`config.mk`:
```
export PLATFORM = sky130hd
export DESIGN_NAME = adder_64
export DESIGN_NICKNAME = d
export VERILOG_FILES = /design/src/rtl/adder_64.sv
export SDC_FILE = /design/constraint.sdc
export NUM_CORES = 1
export LEC_CHECK = 0
export CAP_MARGIN = 20
export CORE_AREA = 2 2 95 97
export DETAILED_ROUTE_END_ITERATION = 7
export DIE_AREA = 0 0 97 99
export PLACE_DENSITY = 0.91
export SYNTH_ARGS = -nofsm -noshare
export SYNTH_HDL_FRONTEND = slang
export SYNTH_SLANG_ARGS = --single-unit
```
`constraint.sdc`:
```
create_clock -name clk -period 42.4 [get_ports clk]
set_clock_uncertainty 0.15 [all_clocks]
set_input_delay 8.48 -clock clk [delete_from_list [all_inputs] [get_ports clk]]
set_output_delay 8.48 -clock clk [all_outputs]
set_load 0.02 [all_outputs]
```
`src/rtl/adder_64.sv`:
```
// Registered ripple-carry adder, {carryOut, sum} = a + b + carryIn.
// Built from 1-bit cells up through 4-, 16- and 64-bit ripple groups.

module adder_64_fa (
    input  logic a_i,
    input  logic b_i,
    input  logic c_i,
    output logic s_o,
    output logic c_o
);
    logic p;

    assign p   = a_i ^ b_i;
    assign s_o = p ^ c_i;
    assign c_o = (a_i & b_i) | (c_i & p);
endmodule

module adder_64_g4 (
    input  logic [3:0] a_i,
    input  logic [3:0] b_i,
    input  logic       c_i,
    output logic [3:0] s_o,
    output logic       c_o
);
    logic [4:0] c;

    assign c[0] = c_i;

    for (genvar i = 0; i < 4; i++) begin : g_bit
        adder_64_fa u_fa (
            .a_i(a_i[i]),
            .b_i(b_i[i]),
            .c_i(c[i]),
            .s_o(s_o[i]),
            .c_o(c[i+1])
        );
    end

    assign c_o = c[4];
endmodule

module adder_64_g16 (
    input  logic [15:0] a_i,
    input  logic [15:0] b_i,
    input  logic        c_i,
    output logic [15:0] s_o,
    output logic        c_o
);
    logic [4:0] c;

    assign c[0] = c_i;

    for (genvar k = 0; k < 4; k++) begin : g_grp
        adder_64_g4 u_g4 (
            .a_i(a_i[4*k +: 4]),
            .b_i(b_i[4*k +: 4]),
            .c_i(c[k]),
            .s_o(s_o[4*k +: 4]),
            .c_o(c[k+1])
        );
    end

    assign c_o = c[4];
endmodule

module adder_64_g64 (
    input  logic [63:0] a_i,
    input  logic [63:0] b_i,
    input  logic        c_i,
    output logic [63:0] s_o,
    output logic        c_o
);
    logic [4:0] c;

    assign c[0] = c_i;

    for (genvar k = 0; k < 4; k++) begin : g_grp
        adder_64_g16 u_g16 (
            .a_i(a_i[16*k +: 16]),
            .b_i(b_i[16*k +: 16]),
            .c_i(c[k]),
            .s_o(s_o[16*k +: 16]),
            .c_o(c[k+1])
        );
    end

    assign c_o = c[4];
endmodule

module adder_64 #(
    parameter int WIDTH = 64
) (
    input  logic             clk,
    input  logic             rstN,
    input  logic             carryIn,
    input  logic [WIDTH-1:0] a,
    input  logic [WIDTH-1:0] b,
    output logic [WIDTH-1:0] sum,
    output logic             carryOut
);
    logic [WIDTH-1:0] sum_d;
    logic [WIDTH-1:0] sum_q;
    logic             carry_d;
    logic             carry_q;

    if (WIDTH == 4) begin : g_w4
        adder_64_g4 u_add (
            .a_i(a),
            .b_i(b),
            .c_i(carryIn),
            .s_o(sum_d),
            .c_o(carry_d)
        );
    end else if (WIDTH == 16) begin : g_w16
        adder_64_g16 u_add (
            .a_i(a),
            .b_i(b),
            .c_i(carryIn),
            .s_o(sum_d),
            .c_o(carry_d)
        );
    end else if (WIDTH == 64) begin : g_w64
        adder_64_g64 u_add (
            .a_i(a),
            .b_i(b),
            .c_i(carryIn),
            .s_o(sum_d),
            .c_o(carry_d)
        );
    end else begin : g_bad
        $error("adder_64: WIDTH must be 4, 16 or 64");
        assign sum_d   = '0;
        assign carry_d = 1'b0;
    end

    always_ff @(posedge clk) begin
        if (!rstN) begin
            sum_q   <= '0;
            carry_q <= 1'b0;
        end else begin
            sum_q   <= sum_d;
            carry_q <= carry_d;
        end
    end

    assign sum      = sum_q;
    assign carryOut = carry_q;
endmodule

```
# [After elaboration in Yosys (flattened, before gate mapping)]
# Cells that the tools add are included.
[op_classes] bitwise=320
[ops] op="bitwise AND 1 bit" count=128
[ops] op="bitwise XOR 1 bit" count=128
[ops] op="bitwise OR 1 bit" count=64
[word_totals] reg_bits=65 inputBits=131 output_inout_bits=65 elab_cells=322

# [Longest topological paths before layout]
# Gate-level depths: netlist of run 1.
[logic_depth] word_depth=129 depth_mapped=68 mapped_depth_nobuf=68

# [By module]
# A second synthesis of run 1 with hierarchy kept.
[hier_totals] cells_unflattened=201 area_unflattened_um2=3061.7
[modules_own_cells] mod="adder_64" instances=1 cells_each=137 area_each_um2=1780.5 seq_area_each_um2=1301.2
[modules_own_cells] mod="adder_64_fa" instances=64 cells_each=1 area_each_um2=20.0 seq_area_each_um2=0.0

# [Worst setup path before layout of run 1]
# No wires, ideal clock.
[synth_path] path_kind="input -> register" start="input a[0]" end="register sum_q[63], in the netlist sum[63]" setup_time_ps=65 t_arrival_ps=32803 t_required_ps=42185 slack_ps=9382 stages=68 n_path_buf=0 cell_sequence="inv_1 fa_1 inv_1 fa_1 fa_1 fa_1 fa_1 fa_1 fa_1 fa_1 fa_1 fa_1 fa_1 fa_1 fa_1 fa_1 fa_1 fa_1 [32 not listed] fa_1 fa_1 fa_1 fa_1 fa_1 fa_1 fa_1 fa_1 fa_1 fa_1 fa_1 fa_1 fa_1 fa_1 fa_1 inv_1 fa_1 nor2b_1"
[synth_between] elab_chain_cells=128 word_cells_on_any_way=129 classes_between="129 x bitwise"
[synth_lines] element="from (decl)" line_no="96" text="input logic [WIDTH-1:0] a,"
[synth_lines] element="bitwise XOR 1 bit" line_no="13" text="assign p = a_i ^ b_i;"
[synth_lines] element="bitwise AND 1 bit" line_no="15" text="assign c_o = (a_i & b_i) | (c_i & p);"
[synth_lines] element="bitwise OR 1 bit (*)" line_no="15"
[synth_lines] element="bitwise AND 1 bit (*)" line_no="15"
[synth_lines] element="bitwise OR 1 bit (*)" line_no="15"
[synth_lines] element="bitwise AND 1 bit (*)" line_no="15"
[synth_lines] element="bitwise OR 1 bit (*)" line_no="15"
[synth_lines] element="bitwise AND 1 bit (*)" line_no="15"
[synth_lines] element="[112 not listed]"
[synth_lines] element="bitwise OR 1 bit (*)" line_no="15"
[synth_lines] element="bitwise AND 1 bit (*)" line_no="15"
[synth_lines] element="bitwise OR 1 bit (*)" line_no="15"
[synth_lines] element="bitwise AND 1 bit (*)" line_no="15"
[synth_lines] element="bitwise OR 1 bit (*)" line_no="15"
[synth_lines] element="bitwise AND 1 bit (*)" line_no="15"
[synth_lines] element="bitwise OR 1 bit (*)" line_no="15"
[synth_lines] element="bitwise XOR 1 bit (*)" line_no="14" text="assign s_o = p ^ c_i;"
[synth_lines] element="to (signal assigned)" line_no="141" text="sum_q <= sum_d;"
[synth_lines] element="to (decl)" line_no="102" text="logic [WIDTH-1:0] sum_q;"
# Mark *: on every way between the ends. The rest lies on a longest branch, timed or not.
# A chain may end at the register's enable or synchronous reset.

# [Worst setup path after layout of run 1]
# Ends and elaborated chain as after synthesis.

==> flow_results.xml, run 1 <==
<?xml version="1.0" encoding="UTF-8"?>
<metrics>
  <group name="run_status">
    <metric name="result_of_the_run" unit="">complete, no violations</metric>
  </group>
  <group name="sta">
    <metric name="slew_viol_final" unit="">0</metric>
    <metric name="final_min_period_over_clock_period" unit="%">80.7</metric>
    <metric name="maxClockFrequency" unit="GHz">0.0292</metric>
    <metric name="setup_tns" unit="ns">0</metric>
    <metric name="post-route-min-period" unit="ns">34.21</metric>
    <metric name="finalSetupViolCount" unit="">0</metric>
    <metric name="unrepaired_setup_endpoints_after_global_routing" unit="">false</metric>
    <metric name="finalWorstSetupSlack" unit="ns">8.19</metric>
    <metric name="worst_pin_slew" unit="ns">0.795</metric>
    <metric name="relSlewSlack" unit="%">47.0</metric>
    <metric name="timing_hold_violations_final" unit="">0</metric>
  </group>
  <group name="routing">
    <metric name="vias_per_cell" unit="">4.25</metric>
    <metric name="routed_wirelength" unit="um">7670</metric>
    <metric name="route.detailed.wl_per_inst" unit="um">14.7</metric>
    <metric name="via_count" unit="">2208</metric>
    <metric name="first_iter_violations" unit="">11</metric>
    <metric name="dr.pass1.iters" unit="">4</metric>
    <metric name="drc" unit="">0</metric>
    <metric name="drtAntennaViolNets" unit="">0</metric>
  </group>
  <group name="place">
    <metric name="dp_slack" unit="ns">7.83</metric>
    <metric name="placed_cells_incl_taps" unit="">504</metric>
    <metric name="place.gp.congestion" unit="">0.866</metric>
    <metric name="detailedPlacementHpwl" unit="um">6580</metric>
    <metric name="placement.io_buffers" unit="">195</metric>
  </group>
  <group name="setup_path">
    <metric name="cp-endpoint" unit="">sum[63]$_SDFF_PN0_</metric>
    <metric name="crit_top_cell" unit="">sky130_fd_sc_hd__fa_1</metric>
    <metric name="crit_start" unit="">a[0]</metric>
    <metric name="critical_path_launch_point_type" unit="">input port</metric>
    <metric name="end_kind" unit="">flip-flop</metric>
    <metric name="setup.worst_path.class" unit="">in -&gt; reg</metric>
    <metric name="highest_fanout_seen_on_the_critical_path" unit="">1</metric>
    <metric name="critical_path_required" unit="ns">42.51</metric>
    <metric name="slowest_stage" unit="">sky130_fd_sc_hd__fa_1</metric>
    <metric name="crit_path_max_incr_delay" unit="ns">0.42</metric>
    <metric name="critPathArrivalTime" unit="ns">34.32</metric>
  </group>
  <group name="clock_network">
    <metric name="clk_root_buffer_cell" unit="">sky130_fd_sc_hd__clkbuf_8</metric>
    <metric name="cts_max_level" unit="">3</metric>
    <metric name="numCtsBuffers" unit="">9</metric>
    <metric name="ctsHoldBuffers" unit="">0</metric>
    <metric name="cts.repair.resized" unit="">0</metric>
    <metric name="clock_path_buffers" unit="">2</metric>
    <metric name="clkSlewWorstSetupHoldPaths" unit="ns">0.07</metric>
    <metric name="post_cts.repair.setup_buffers" unit="">0</metric>
    <metric name="cts_sinks" unit="">65</metric>
    <metric name="clock_tree_from_tritoncts" unit="">built</metric>
  </group>
  <group name="floorplan">
    <metric name="chipHeight" unit="um">99</metric>
    <metric name="placement_rows" unit="">34</metric>
    <metric name="io_pins" unit="">196</metric>
    <metric name="floorplan.initialDensity" unit="%">36.1</metric>
    <metric name="die_width" unit="um">97</metric>
    <metric name="core_area" unit="sq um">8550</metric>
    <metric name="die_area" unit="sq um">9600</metric>
  </group>
  <group name="cells_and_area">
    <metric name="final_layout_size_suffix_gt1_share" unit="%">3.88</metric>
    <metric name="final_core_utilization" unit="%">62.5</metric>
    <metric name="fillCellCount" unit="">661</metric>
    <metric name="flow.area_growth_from_synthesis" unit="%">73.0</metric>
    <metric name="finalNetCount" unit="">602</metric>
    <metric name="final_common_cell" unit="">sky130_fd_sc_hd__clkdlybuf4s50_1</metric>
    <metric name="diodes" unit="">0</metric>
    <metric name="fin_cells" unit="">520</metric>
    <metric name="layout_common_cells" unit="">sky130_fd_sc_hd__clkdlybuf4s50_1 (194), sky130_fd_sc_hd__dfxtp_1 (65), sky130_fd_sc_hd__fa_1 (64)</metric>
  </group>
  <group name="yosys">
    <metric name="synth.top_cell.area_share" unit="%">42.1</metric>
    <metric name="syn-mean-instance-area" unit="sq um">14.8</metric>
    <metric name="ys_types" unit="">7</metric>
    <metric name="post_synth_instance_area" unit="sq um">3090</metric>
    <metric name="synth-seq-area-share" unit="%">42.1</metric>
    <metric name="synth.area.top_cells" unit="">sky130_fd_sc_hd__dfxtp_1 (42%), sky130_fd_sc_hd__fa_1 (41%), sky130_fd_sc_hd__and2_1 (13%)</metric>
    <metric name="post_synthesis_net_count" unit="">403</metric>
    <metric name="post-synth-top-area-cell" unit="">sky130_fd_sc_hd__dfxtp_1</metric>
    <metric name="synthesis.yosys.warnings" unit="">0</metric>
    <metric name="yosys_register_bits" unit="">65</metric>
    <metric name="synthCells" unit="">208</metric>
  </group>
  <group name="min_path">
    <metric name="holdPathStages" unit="">2</metric>
    <metric name="hold_crit_path_type" unit="">in -&gt; reg</metric>
  </group>
  <group name="global_route">
    <metric name="grt_first_pass_wirelength" unit="um">12400</metric>
    <metric name="grt_overflow" unit="">0</metric>
    <metric name="vias_in_the_first_global_route" unit="">2518</metric>
    <metric name="grt_max_degree" unit="">66</metric>
    <metric name="globalRouteTotalUtil" unit="%">16.8</metric>
    <metric name="antenna_found_initial" unit="">0</metric>
  </group>
  <group name="power">
    <metric name="totalPowerFinal" unit="uW">194</metric>
    <metric name="vdd.ir_drop.worst" unit="uV">16.0</metric>
    <metric name="power_per_cell_area" unit="nW/um^2">36.4</metric>
    <metric name="static-leakage-power" unit="uW">0.00208</metric>
  </group>
  <group name="job">
    <metric name="maxCapViolations" unit="">0</metric>
  </group>
</metrics>
[metrics by stage]
step / hold slack (ns) / instance area (sq um)
4_1_cts: 8.68 / 5340
3_3_place_gp: 9.03 / 5100
5_1_grt: 8.72 / 5340
3_5_place_dp: 9.04 / 5100
6_report: 8.67 / 5340
2_1_floorplan: 8.58 / 3090
[worst min path at each step]
| stage | startpoint | to | slack [ns] |
|---|---|---|---|
| finish | rstN | sum[24]$_SDFF_PN0_ | 8.67 |
| global placement | rstN | carryOut$_SDFF_PN0_ | 9.03 |
| detailed placement | rstN | sum[63]$_SDFF_PN0_ | 9.04 |
| floorplan | rstN | sum[60]$_SDFF_PN0_ | 8.58 |
| CTS | rstN | sum[0]$_SDFF_PN0_ | 8.68 |
| global route | b[0] | sum[0]$_SDFF_PN0_ | 8.72 |
[per-layer routing]
layer / track usage, % / share of wire (%) / vias to the layer above
met5: 0 / 0 / -
met4: 5.20 / 1.1 / 0
met3: 7.80 / 12 / 11
met2: 30.2 / 52 / 127
met1: 17.5 / 35 / 1058
li1: - / - / 1012
[cell families after synthesis]
group	Yosys count	synth area share, %
flip-flops	65	42.1
AND/OR/NAND/NOR	65	13.2
adder cells (fa/ha/maj)	64	41.5
buffers and inverters	14	3.20
[state kept, by name, summed over array words and instances (netlist names)]
signal / count
sum: 64
carryOut: 1
[final cells by class]
cell class	instances	area, sq um	area share (%)
timing repair buffer	195	1950	36.4
multi-input combinational	129	1690	31.6
sequential	65	1300	24.4
clock buffer	11	141	2.65
tap	108	135	2.53
clock inverter	5	103	1.92
inverter	7	26.3	0.492
[cell usage after synthesis (all sizes together)]
| cell | instances |
|---|---|
| and2 | 62 |
| dfxtp | 65 |
| buf | 7 |
| fa | 64 |
| inv | 7 |
| nor2b | 3 |
[power by group]
part	leakage [uW]	switching [uW]	internal, uW
logic	0.00142	25.8	33.7
clock network	0.000120	23.2	40.6
registers	0.000542	1.97	69.2
total	0.00208	50.9	144
[critical path: cells and delay by family]
| family | cells | cell delay [ns] |
|---|---|---|
| and+or+nand+nor | 1 | 0.11 |
| adders and majority gates | 64 | 25.08 |
| buffers and inverters | 4 | 0.60 |
Power figures use the tool's default switching activity.
==> inputs of run 2 (changes only) <==
==> constraint.sdc (replaced) <==
create_clock -name clk -period 33.1 [get_ports clk]
set_clock_uncertainty 0.15 [all_clocks]
set_input_delay 6.62 -clock clk [delete_from_list [all_inputs] [get_ports clk]]
set_output_delay 6.62 -clock clk [all_outputs]
set_load 0.02 [all_outputs]
==> run 2 against run 1 <==
  * Wire length up 6.8%
  * Sequential share of layout area rose by 0.33 points
  * Non-clock buffer count is the same
  * Design area shrank 1.3%
  * Total power up 15%
  * Via count up 1.6%
  * Sequential power is 28% higher
  * Clock-buffer cell count rose by 1
  * Global-route usage grew 1.8 points
  * First-iteration DRC count grew to 4.1 times the previous value
  * Die area unchanged
  * Clock power down 14%
  * Critical endpoint unchanged
  * Largest power group unchanged
==> flow_results.xml, run 2 (synthesis results as in run 1) <==
<?xml version="1.0" encoding="UTF-8"?>
<metrics>
  <group name="run_status">
    <metric name="result_of_the_run" unit="">complete, no violations</metric>
  </group>
  <group name="place">
    <metric name="placement.io_buffers" unit="">195</metric>
    <metric name="detailedPlacementHpwl" unit="um">7040</metric>
    <metric name="place.gp.congestion" unit="">0.791</metric>
    <metric name="dp_slack" unit="ns">0.0597</metric>
  </group>
  <group name="routing">
    <metric name="via_count" unit="">2243</metric>
    <metric name="vias_per_cell" unit="">4.31</metric>
    <metric name="dr.pass1.iters" unit="">3</metric>
    <metric name="first_iter_violations" unit="">45</metric>
    <metric name="route.detailed.wl_per_inst" unit="um">15.7</metric>
    <metric name="drc" unit="">0</metric>
    <metric name="routed_wirelength" unit="um">8190</metric>
    <metric name="drtAntennaViolNets" unit="">0</metric>
  </group>
  <group name="floorplan">
    <metric name="die_area" unit="sq um">9600</metric>
    <metric name="floorplan.initialDensity" unit="%">36.1</metric>
    <metric name="die_width" unit="um">97</metric>
    <metric name="placement_rows" unit="">34</metric>
    <metric name="chipHeight" unit="um">99</metric>
    <metric name="io_pins" unit="">196</metric>
    <metric name="core_area" unit="sq um">8550</metric>
  </group>
  <group name="sta">
    <metric name="unrepaired_setup_endpoints_after_global_routing" unit="">false</metric>
    <metric name="setup_tns" unit="ns">0</metric>
    <metric name="slew_viol_final" unit="">0</metric>
    <metric name="maxClockFrequency" unit="GHz">0.0310</metric>
    <metric name="relSlewSlack" unit="%">44.6</metric>
    <metric name="post-route-min-period" unit="ns">32.26</metric>
    <metric name="final_min_period_over_clock_period" unit="%">97.5</metric>
    <metric name="worst_pin_slew" unit="ns">0.832</metric>
    <metric name="finalWorstSetupSlack" unit="ns">0.841</metric>
    <metric name="finalSetupViolCount" unit="">0</metric>
    <metric name="timing_hold_violations_final" unit="">0</metric>
  </group>
  <group name="clock_network">
    <metric name="clkSlewWorstSetupHoldPaths" unit="ns">0.07</metric>
    <metric name="numCtsBuffers" unit="">9</metric>
    <metric name="clock_path_buffers" unit="">2</metric>
    <metric name="post_cts.repair.setup_buffers" unit="">0</metric>
    <metric name="clk_root_buffer_cell" unit="">sky130_fd_sc_hd__clkbuf_8</metric>
    <metric name="cts_max_level" unit="">3</metric>
    <metric name="cts_sinks" unit="">65</metric>
    <metric name="clock_tree_from_tritoncts" unit="">built</metric>
  </group>
  <group name="setup_path">
    <metric name="highest_fanout_seen_on_the_critical_path" unit="">1</metric>
    <metric name="crit_start" unit="">a[0]</metric>
    <metric name="critical_path_launch_point_type" unit="">input port</metric>
    <metric name="crit_path_max_incr_delay" unit="ns">0.42</metric>
    <metric name="slowest_stage" unit="">sky130_fd_sc_hd__fa_1</metric>
    <metric name="crit_top_cell" unit="">sky130_fd_sc_hd__fa_1</metric>
    <metric name="critical_path_required" unit="ns">33.21</metric>
    <metric name="setup.worst_path.class" unit="">in -&gt; reg</metric>
    <metric name="end_kind" unit="">flip-flop</metric>
    <metric name="critPathArrivalTime" unit="ns">32.37</metric>
  </group>
  <group name="cells_and_area">
    <metric name="flow.area_growth_from_synthesis" unit="%">70.7</metric>
    <metric name="final_common_cell" unit="">sky130_fd_sc_hd__clkdlybuf4s50_1</metric>
    <metric name="fillCellCount" unit="">673</metric>
    <metric name="layout_common_cells" unit="">sky130_fd_sc_hd__clkdlybuf4s50_1 (194), sky130_fd_sc_hd__dfxtp_1 (65), sky130_fd_sc_hd__and2_1 (62)</metric>
    <metric name="layout.area.seq" unit="sq um">1300</metric>
    <metric name="multiInputGateArea" unit="sq um">1710</metric>
    <metric name="final_layout_size_suffix_gt1_share" unit="%">5.10</metric>
    <metric name="diodes" unit="">0</metric>
    <metric name="largest_register_ff_count" unit="">64</metric>
    <metric name="finalNetCount" unit="">602</metric>
  </group>
  <group name="min_path">
    <metric name="hold_crit_path_type" unit="">in -&gt; reg</metric>
    <metric name="startpoint_of_the_tightest_hold_check_path" unit="">rstN</metric>
    <metric name="holdPathStages" unit="">2</metric>
  </group>
  <group name="power">
    <metric name="static-leakage-power" unit="uW">0.00204</metric>
    <metric name="vdd.ir_drop.worst" unit="uV">21.6</metric>
    <metric name="power_per_cell_area" unit="nW/um^2">42.4</metric>
  </group>
  <group name="global_route">
    <metric name="antenna_found_initial" unit="">0</metric>
    <metric name="grt_max_degree" unit="">66</metric>
    <metric name="grt_first_pass_wirelength" unit="um">13300</metric>
    <metric name="globalRouteTotalUtil" unit="%">18.6</metric>
    <metric name="grt_overflow" unit="">0</metric>
    <metric name="vias_in_the_first_global_route" unit="">2656</metric>
  </group>
  <group name="job">
    <metric name="maxCapViolations" unit="">0</metric>
  </group>
</metrics>
-- run 2: changes by cell type in the layout (fill, tap and decap cells not counted) --
cell                         delta
sky130_fd_sc_hd__fa_2           +7
sky130_fd_sc_hd__clkinvlp_4     -1
sky130_fd_sc_hd__clkinv_2       +3
sky130_fd_sc_hd__fa_1           -7
sky130_fd_sc_hd__clkbuf_8       -1
sky130_fd_sc_hd__clkbuf_1       +2
sky130_fd_sc_hd__bufinv_16      -3
-- run 2: path summary, 6_finish.rpt --
path	endpoint	slack [ns]
hold / removal	sum[24]$_SDFF_PN0_	6.82
setup / recovery	sum[63]$_SDFF_PN0_	0.84
-- run 2: per-layer routing --
| layer | up-vias | track usage, % | part of all wire [%] |
|---|---|---|---|
| li1 | 1012 | - | - |
| met1 | 1078 | 18.5 | 33 |
| met2 | 137 | 33.7 | 54 |
| met3 | 16 | 9.50 | 11 |
| met4 | 0 | 5.96 | 2.4 |
| met5 | - | 0 | 0 |
-- run 2: stage by stage --
step / power [uW] / instances / utilization [%] / instance area, sq um / hold WS (ns)
floorplan: 125 / 208 / - / 3090 / 6.72
CTS: 228 / 520 / 61.4 / 5250 / 6.84
detailed placement: 171 / 504 / 59.6 / 5100 / 7.20
finish: 224 / 520 / 61.6 / 5270 / 6.82
global route: 239 / 520 / 61.6 / 5270 / 6.88
global placement: 168 / 504 / 59.6 / 5100 / 7.17
-- run 2: power breakdown --
part           total (uW)  internal [uW]  switching (uW)
Clock                55.1           26.7            28.4
Sequential           91.3           88.7            2.65
Combinational        77.1           43.5            33.6
-- run 2: critical path: cells and delay by family --
| family | cells | cell delay (ns) |
|---|---|---|
| buf+inv | 4 | 0.61 |
| fa+ha+maj | 64 | 25.00 |
| simple gates | 1 | 0.11 |
-- run 2: what timing repair did --
item | in CTS | in global routing
hold buffers | 0 | 0
resized for setup | 0 | 7
setup endpoints to repair | 0 | 3
-- run 2: final cells by class --
| cell class | count | share of cell area [%] |
|---|---|---|
| Clock buffer | 12 | 2.56 |
| Clock inverter | 4 | 0.380 |
| Inverter | 7 | 0.499 |
| Multi-Input combinational cell | 129 | 32.4 |
| Sequential cell | 65 | 24.7 |
| Tap cell | 108 | 2.56 |
| Timing Repair Buffer | 195 | 36.9 |
